--- config.mk ---
export PLATFORM = sky130hd
export DESIGN_NAME = add16_accum
export DESIGN_NICKNAME = d
export VERILOG_FILES = /design/src/rtl/add16_accum.sv
export SDC_FILE = /design/constraint.sdc
export NUM_CORES = 1
export LEC_CHECK = 0
export CAP_MARGIN = 10
export CORE_MARGIN = 3
export CORE_UTILIZATION = 55
export DETAILED_ROUTE_END_ITERATION = 6
export HOLD_SLACK_MARGIN = 0.03
export PLACE_DENSITY = 0.86
export SYNTH_ARGS = -nofsm -noshare
export SYNTH_HDL_FRONTEND = slang
export SYNTH_SLANG_ARGS = --single-unit
--- constraint.sdc ---
create_clock -name clk -period 4.3 [get_ports clk]
set_clock_uncertainty 0.2 [all_clocks]
set_input_delay 1.29 -clock clk [delete_from_list [all_inputs] [get_ports clk]]
set_output_delay 1.29 -clock clk [all_outputs]
set_load 0.005 [all_outputs]
--- src/rtl/add16_accum.sv ---
// Streaming frame accumulator behind a 16-bit adder: sums LEN operands into {carry count, low word}.
// Optional macro ACC_SAT_EN: saturate {hi, lo} to all ones on carry-counter overflow instead of wrapping.
module add16_accum #(
    parameter int unsigned DW  = 16,
    parameter int unsigned CW  = 8,
    parameter int unsigned LEN = 8
) (
    input  logic              clk,
    input  logic              rst_n,
    input  logic              clr,
    input  logic              in_valid,
    output logic              in_ready,
    input  logic [DW-1:0]     in_data,
    output logic              out_valid,
    input  logic              out_ready,
    output logic [DW+CW-1:0]  out_sum,
    output logic              out_ovf
);

    localparam int unsigned CNTW = $clog2(LEN + 1);

    typedef enum logic [1:0] {
        S_IDLE = 2'd0,
        S_ACC  = 2'd1,
        S_DONE = 2'd2
    } state_e;

    state_e            state_q, state_d;
    logic [DW-1:0]     lo_q, lo_d;
    logic [CW-1:0]     hi_q, hi_d;
    logic [CNTW-1:0]   cnt_q, cnt_d;
    logic              ovf_q, ovf_d;
    logic              in_ready_q, in_ready_d;
    logic              out_valid_q, out_valid_d;

    logic [DW:0]       add_w;
    logic              co;
    logic              hi_full;
    logic              last;

    // Next-state and datapath; clr overrides everything except the post-reset IDLE cycle.
    always_comb begin
        state_d = state_q;
        lo_d    = lo_q;
        hi_d    = hi_q;
        cnt_d   = cnt_q;
        ovf_d   = ovf_q;
        add_w   = {1'b0, lo_q} + {1'b0, in_data};
        co      = add_w[DW];
        hi_full = &hi_q;
        last    = (cnt_q == CNTW'(LEN - 1));

        unique case (state_q)
            S_IDLE: begin
                state_d = S_ACC;
            end
            S_ACC: begin
                if (in_valid) begin
                    cnt_d = cnt_q + CNTW'(1);
`ifdef ACC_SAT_EN
                    if (!ovf_q) begin
                        if (co && hi_full) begin
                            lo_d  = '1;
                            hi_d  = '1;
                            ovf_d = 1'b1;
                        end else begin
                            lo_d = add_w[DW-1:0];
                            hi_d = hi_q + CW'(co);
                        end
                    end
`else
                    lo_d = add_w[DW-1:0];
                    hi_d = hi_q + CW'(co);
                    if (co && hi_full) begin
                        ovf_d = 1'b1;
                    end
`endif
                    if (last) begin
                        state_d = S_DONE;
                    end
                end
            end
            S_DONE: begin
                if (out_ready) begin
                    lo_d    = '0;
                    hi_d    = '0;
                    cnt_d   = '0;
                    ovf_d   = 1'b0;
                    state_d = S_ACC;
                end
            end
            default: begin
                state_d = S_IDLE;
            end
        endcase

        if (clr && (state_q != S_IDLE)) begin
            lo_d    = '0;
            hi_d    = '0;
            cnt_d   = '0;
            ovf_d   = 1'b0;
            state_d = S_ACC;
        end

        in_ready_d  = (state_d == S_ACC);
        out_valid_d = (state_d == S_DONE);
    end

    always_ff @(posedge clk or negedge rst_n) begin
        if (!rst_n) begin
            state_q     <= S_IDLE;
            lo_q        <= '0;
            hi_q        <= '0;
            cnt_q       <= '0;
            ovf_q       <= 1'b0;
            in_ready_q  <= 1'b0;
            out_valid_q <= 1'b0;
        end else begin
            state_q     <= state_d;
            lo_q        <= lo_d;
            hi_q        <= hi_d;
            cnt_q       <= cnt_d;
            ovf_q       <= ovf_d;
            in_ready_q  <= in_ready_d;
            out_valid_q <= out_valid_d;
        end
    end

    assign in_ready  = in_ready_q;
    assign out_valid = out_valid_q;
    assign out_sum   = {hi_q, lo_q};
    assign out_ovf   = ovf_q;

endmodule

==> impl_results.md, run 1 <==
- Die span in y: 69.5 um
- Avg Vias per Cell: 6.06
- DR iter-0 viols: 155
- Max cap viols: 0
- M1 GR Usage: 0.293
- Distinct cells, synth: 50
- Total net switching power: 0.000306 W
- PortBufs: 47
- GRT Overall Usage: 0.232
- Hold Path Stages: 2
- Cell Pwr Density: 349 nW/um^2
- Worst-skew pair later-pin latency: 0.30 ns
- Filler cell count: 269
- Synth Area in Simple Gates: 0.185
- Worst R2R Start: lo_q[0]
- Met3 usage: 0.0493
- Mux share of post-synthesis cell area: 0.0146
- TritonCTS clock tree: done
- Placed Cells: 340
- Final WL: 5420 um
- Mapped Area: 2220 um^2
- Via count: 2108
- Final Critical Period: 4.17 ns
- Cell family with most CP delay: adder cells
- Compound-Gate Fraction of Synth Area: 0.237
- Total CTS buffers: 5
- Final worst-path cycle share: 0.969
- Worst Hold Class: flop to flop
- First-pass iteration count of the detailed router: 4
- Pin count of the biggest net entering global routing: 34
- Post-Synth Adder-Cell Area: 0.116
- Crit-path slowest cell: clkdlybuf4s50_1
- Clk pwr share: 0.348
- Internal power: 0.000717 W
- Total number of H-tree levels: 2
- Synth Net Count: 286
- Leakage Power: 1.34 nW
- RR Endpoint: hi_q[7]
- Num rows: 22
- R2R setup slack: 1.20 ns
- Area Overhead vs Synth: 32.1%
- Footprint of the multi-input gates: 1350 um^2
- ANT nets after route: 0
- First-pass GRT wire length: 9200 um
- FMAX: 240 MHz
- Final hold vios: 0
- Non-Filler Instances: 348
- Die area: 4840 um^2
- DR DRC count: 0
- Setup Viol. Count Final: 0
- Met2 Track Usage GR: 0.393
- Chip width: 69.5 um
- Most common cell after layout, fill and taps aside: clkdlybuf4s50_1
- Main combinational cell family by area after synthesis: compound AO/OA/AOI/OAI gates
- Setup WS post-layout: 0.133 ns
- Post-DP HPWL: 3860 um
- Nets: 340
- Worst Hold End: lo_q[5]
- Syn_area_per_cell: 9.06 um^2
- Placement Setup Slack: -0.215 ns
- Main synth FF type: dfrtp_1
- Worst R2R Path Depth: 14
- Most frequent cells in the layout: clkdlybuf4s50_1 (47), dfrtp_1 (33), nand2_1 (28), nor2_1 (22), ha_1 (19)
- Vias in the first global route: 2064
- Slowest cell delay on critical path: 0.46 ns
- Yosys reg bits: 33
- Clock Path Buffers: 2
- Largest fanout on the critical path: 4
- Final Core Density: 0.778
- Sequential Area: 826 um^2
- Asr flop ratio synth: 1.00
- Boundary Pins: 48
- Synth Instances: 245
- Layout cell share with drive strength beyond 1: 0.0900
- Number of synthesized flops with an enable pin: 0
- CP Cell Sequence: clkdlybuf4s50_1 -> ha_1 -> inv_1 -> fa_1 -> nand2b_1 -> a2111oi_4 -> o21ba_2 -> nor2_1 -> o21ai_0 -> ha_1 -> nand2_1 -> nor3_2 -> nand3_1 -> xor2_1 -> nor2_1
- Initial antenna violation count: 0
- CP Class: primary input to flop
- Routability Congestion: 0.838
- Layer with the highest usage: met2
- Clock Tree Root: clkbuf_8
- Hold Path Origin: lo_q[5]
- Hold_buf cts: 0
- Core footprint: 3770 um^2
- Peak supply drop: 288 uV
- Setup crit start kind: primary input
- Post-Synth XOR/XNOR Area: 0.0473
- # diodes: 0
- Buffers and inverters on the worst path: 2
- Remaining global-route overflow: 0
- Crit path arrival time: 4.12 ns
- Post-CTS Setup Bufs: 0
- YS warnings: 0
- CTS Sinks: 33
- Status: complete, no violations
- Critical Path Sink Type: flop
- Avg WL per Cell: 15.6 um
- Seq/Total Area, Yosys: 0.372
- Relative slew slack: 0.609
- Worst Max-Slew Pin Slew: 0.584 ns
- Clk slew on worst S/H paths: 0.07 ns
- Max Slew Vio Count: 0
- Net Sw Frac: 0.299
- Combinational fraction of design power: 0.304
- Required time of the worst setup path: 4.25 ns
- Starting Density: 0.589
- Reg power frac: 0.348
layer usage:
layer	wire, um	vias to the layer above
met5	0	-
met4	97	0
met3	365	11
met2	2550	81
met1	2410	1001
li1	-	1015
state kept, by name, indices dropped and copies added (netlist names):
register,cells
state_q,2
in_ready,1
hi_q,8
out_valid,1
cnt_q,4
lo_q,16
out_ovf,1
worst max path at each step:
stage	cells past startpoint	end	start	slack, ns
after detailed placement	15	hi_q[7]	in_data[0]	-0.22
after global routing	15	hi_q[3]	in_data[0]	-0.02
final	15	hi_q[7]	in_data[0]	0.13
after global placement	15	hi_q[7]	in_data[0]	-0.14
after CTS	15	hi_q[7]	in_data[0]	0.07
after floorplan	14	hi_q[7]	in_data[0]	0.41
Yosys cell counts, drive strengths merged, types with 3 or more instances:
master | number | area (um^2)
a21o | 5 | 37.5
nand3 | 9 | 45.0
a211oi | 3 | 22.5
o21a | 3 | 22.5
clkbuf | 7 | 27.5
nor2 | 22 | 82.6
a32o | 3 | 30.0
nand2 | 28 | 105
o21ai | 17 | 85.1
or3 | 4 | 25.0
nand2b | 3 | 18.8
a21oi | 15 | 75.1
ha | 19 | 238
inv | 7 | 26.3
o211ai | 4 | 30.0
a22o | 4 | 35.0
a211o | 6 | 52.6
nand4 | 3 | 18.8
nor3 | 5 | 25.0
dfrtp | 33 | 826
xor2 | 10 | 87.6
logic make-up (layout without fill, tap and decap cells):
group                    count (synthesis)  after routing
AND/OR/NAND/NOR                         86             86
AO/OA/AOI/OAI                           75             75
flip-flops                              33             33
adder cells (fa/ha/maj)                 20             20
buffers and inverters                   16             71
XOR/XNOR                                12             12
multiplexers                             3              3
power by group through the flow:
| stage | logic [W] | registers [W] | clock network (W) |
|---|---|---|---|
| 3_3_place_gp | 0.000294 | 0.000361 | 0 |
| 6_report | 0.000311 | 0.000356 | 0.000356 |
| 5_1_grt | 0.000342 | 0.000360 | 0.000371 |
| 2_1_floorplan | 0.000179 | 0.000360 | 0 |
| 3_5_place_dp | 0.000300 | 0.000361 | 0 |
| 4_1_cts | 0.000306 | 0.000356 | 0.000356 |
cell type report:
| type | instances | share of cell area |
|---|---|---|
| Clock buffer | 5 | 0.0235 |
| Clock inverter | 3 | 0.0222 |
| Inverter | 7 | 0.00896 |
| Multi-Input combinational cell | 196 | 0.460 |
| Sequential cell | 33 | 0.282 |
| Tap cell | 48 | 0.0205 |
| Timing Repair Buffer | 56 | 0.183 |
per-stage QoR:
step | hold WS, ns | area (um^2) | total power (W) | TNS (ns)
after global routing | 0.363 | 2930 | 0.00107 | -0.0360
after floorplan | 0.290 | 2220 | 0.000540 | 0
after CTS | 0.321 | 2920 | 0.00102 | 0
after detailed placement | 0.300 | 2780 | 0.000662 | -0.786
after global placement | 0.298 | 2780 | 0.000654 | -0.478
final | 0.316 | 2930 | 0.00102 | 0
worst reg2reg max path: stages, from the launching register on:
cell       delay, ns
dfrtp_1         0.38
ha_1            0.18
inv_1           0.06
fa_1            0.38
nand2b_1        0.25
a2111oi_4       0.36
o21ba_2         0.21
nor2_1          0.04
o21ai_0         0.18
ha_1            0.20
nand2_1         0.08
nor3_2          0.13
nand3_1         0.11
xor2_1          0.15
nor2_1          0.06
repair_timing:
item | in CTS | in global routing
resized for setup | 0 | 2
endpoints found under the hold margin | 0 | 0
setup endpoints to repair | 0 | 3
(Power assumes the default switching activity.)
==> inputs of run 2 (changes only) <==
Settings changed: CORE_UTILIZATION 55 to 51, PLACE_DENSITY 0.86 to 0.8.
Clock period 4.3 ns to 4.71 ns, I/O delays scaled along.
==> run 2 against run 1 <==
First-iteration DRC count down 52%. Clock power fell by 38%. Critical path depth did not move. Non-clock buffer count fell by 5. Utilization down 8.3 points. Die area up 7.2%. Critical endpoint unchanged. Largest cell class unchanged.
==> impl_results.md, run 2 (synthesis results as in run 1) <==
- Max reg flops: 16 (unchanged)
- Max cap viols: 0 (unchanged)
- Design Area, Final: 2840 um^2 (-3.2%)
- Cell family with most CP delay: compound AO/OA/AOI/OAI gates
- Final WL: 5140 um (-5.2%)
- DR DRC count: 0 (unchanged)
- DR iter-0 viols: 75 (-52%)
- Pin count of the biggest net entering global routing: 34 (unchanged)
- Non-Filler Instances: 345 (-0.86%)
- Vias in the first global route: 1972 (-4.5%)
- Total CTS buffers: 5 (unchanged)
- Max Slew Vio Count: 0 (unchanged)
- Most common cell after layout, fill and taps aside: clkdlybuf4s50_1
- Avg WL per Cell: 14.9 um (-4.4%)
- Post-CTS Setup Bufs: 0 (unchanged)
- Die span in y: 72.0 um (+3.5%)
- Chip width: 72.0 um (+3.5%)
- # diodes: 0 (unchanged)
- ANT nets after route: 0 (unchanged)
- Critical Path Sink Type: flop
- Area Overhead vs Synth: 27.8%
- Biggest register: lo_q
- Post-DP HPWL: 3790 um (-1.9%)
- CTS Sinks: 33 (unchanged)
- Status: complete, no violations
- Worst Hold Class: flop to flop
- Most frequent cells in the layout: clkdlybuf4s50_1 (47), dfrtp_1 (33), nand2_1 (28), nor2_1 (22), ha_1 (19)
- Via count: 1987 (-5.7%)
- TritonCTS clock tree: done
- FMAX: 229 MHz
- Cell Pwr Density: 286 nW/um^2 (-18%)
- Layout cell share with drive strength beyond 1: 0.0712 (-0.0188)
- Nets: 335 (-1.5%)
- Setup crit start kind: primary input
- Total number of H-tree levels: 2 (unchanged)
- Clk slew on worst S/H paths: 0.08 ns (about the same)
- Core footprint: 4090 um^2 (+8.4%)
- Buffers and inverters on the worst path: 2 (unchanged)
- Largest fanout on the critical path: 4 (unchanged)
- Hold_buf cts: 0 (unchanged)
- Crit-path slowest cell: clkdlybuf4s50_1
- First-pass GRT wire length: 8830 um (-4.1%)
- CP Cell Sequence: clkdlybuf4s50_1 -> ha_1 -> inv_1 -> fa_1 -> nand2b_1 -> a2111oi_2 -> o21ba_2 -> nor2_1 -> o21ai_0 -> ha_1 -> nand2_1 -> nor3_1 -> nand3_1 -> xor2_1 -> nor2_1
- Setup TNS: 0 ns (unchanged)
- Placed Cells: 337 (-0.88%)
- Required time of the worst setup path: 4.67 ns (+0.42 ns)
- Remaining global-route overflow: 0 (unchanged)
- Starting Density: 0.543 (-0.0454)
- Placed Instance Area: 2750 um^2 (-1.3%)
- Final hold vios: 0 (unchanged)
- Relative slew slack: 0.568 (-0.0404)
- Final Critical Period: 4.36 ns
- PortBufs: 47 (unchanged)
- Peak supply drop: 154 uV (-46%)
- Hold_ws: 0.322 ns (+0.00630 ns)
- First-pass iteration count of the detailed router: 4 (unchanged)
- Biggest regs: lo_q x16, hi_q x8, cnt_q x4
- Final worst-path cycle share: 0.925
- Leakage Power: 1.28 nW (-4.5%)
- CP Class: primary input to flop
- Initial antenna violation count: 0 (unchanged)
- Cts repair resizes: 0 (unchanged)
- Routability Congestion: 0.824 (-1.7%)
- Crit path arrival time: 4.31 ns (+0.19 ns)
- Avg Vias per Cell: 5.76 (-4.9%)
- Clock Path Buffers: 2 (unchanged)
- Worst Max-Slew Pin Slew: 0.641 ns (+0.0561 ns)
- Die area: 5180 um^2 (+7.2%)
- Num rows: 23 (+4.5%)
- Clock Tree Root: clkbuf_8
- Boundary Pins: 48 (unchanged)
- Worst-skew pair later-pin latency: 0.29 ns (about the same)
- Unrepaired setup endpoints after global routing: false
- Setup Viol. Count Final: 0 (unchanged)
- GRT Overall Usage: 0.212 (-0.0200)
- Slowest cell delay on critical path: 0.46 ns (about the same)
==> run 2: final timing paths <==
check                      depth (start not counted)       start        to  slack [ns]
setup / recovery                                  15  in_data[0]   hi_q[7]        0.35
hold / removal                                     1     lo_q[4]   lo_q[4]        0.32
setup reg to reg                                  14     lo_q[0]   hi_q[7]        1.54
hold reg to reg                                    1     lo_q[4]   lo_q[4]        0.32
max in group asynchronous                          2       rst_n  lo_q[12]        2.68
min in group asynchronous                          2       rst_n   lo_q[8]        1.32
==> run 2: metal layers <==
layer	vias to the layer above	routed length, um	GRT usage	part of all wire
met5	-	0	0	0
met4	0	0	0.0626	0
met3	0	196	0.0402	0.038
met2	46	2500	0.362	0.49
met1	936	2430	0.275	0.47
li1	1005	-	-	-
==> run 2: where the power goes <==
| part | total, W | switching [W] | internal [W] |
|---|---|---|---|
| Clock | 0.000220 | 0.000116 | 0.000104 |
| Sequential | 0.000324 | 0.0000193 | 0.000305 |
| Combinational | 0.000268 | 0.000135 | 0.000132 |
| Total | 0.000812 | 0.000271 | 0.000541 |
==> run 2: cell type report <==
type | count | area (um^2)
multi-input cells | 196 | 1330
fillers | 353 | 1250
flip-flops and latches | 33 | 826
repair buffers | 51 | 500
clock buffers | 5 | 68.8
well taps | 50 | 62.6
inverters | 7 | 26.3
clock inverters | 3 | 22.5
==> run 2: stage by stage <==
stage | worst slack (ns) | util | power [W]
6_report | 0.352 | 0.694 | 0.000812
3_3_place_gp | 0.0974 | 0.672 | 0.000592
4_1_cts | 0.348 | 0.694 | 0.000818
2_1_floorplan | 0.700 | - | 0.000493
3_5_place_dp | 0.0612 | 0.672 | 0.000596
5_1_grt | 0.0000591 | 0.694 | 0.000864
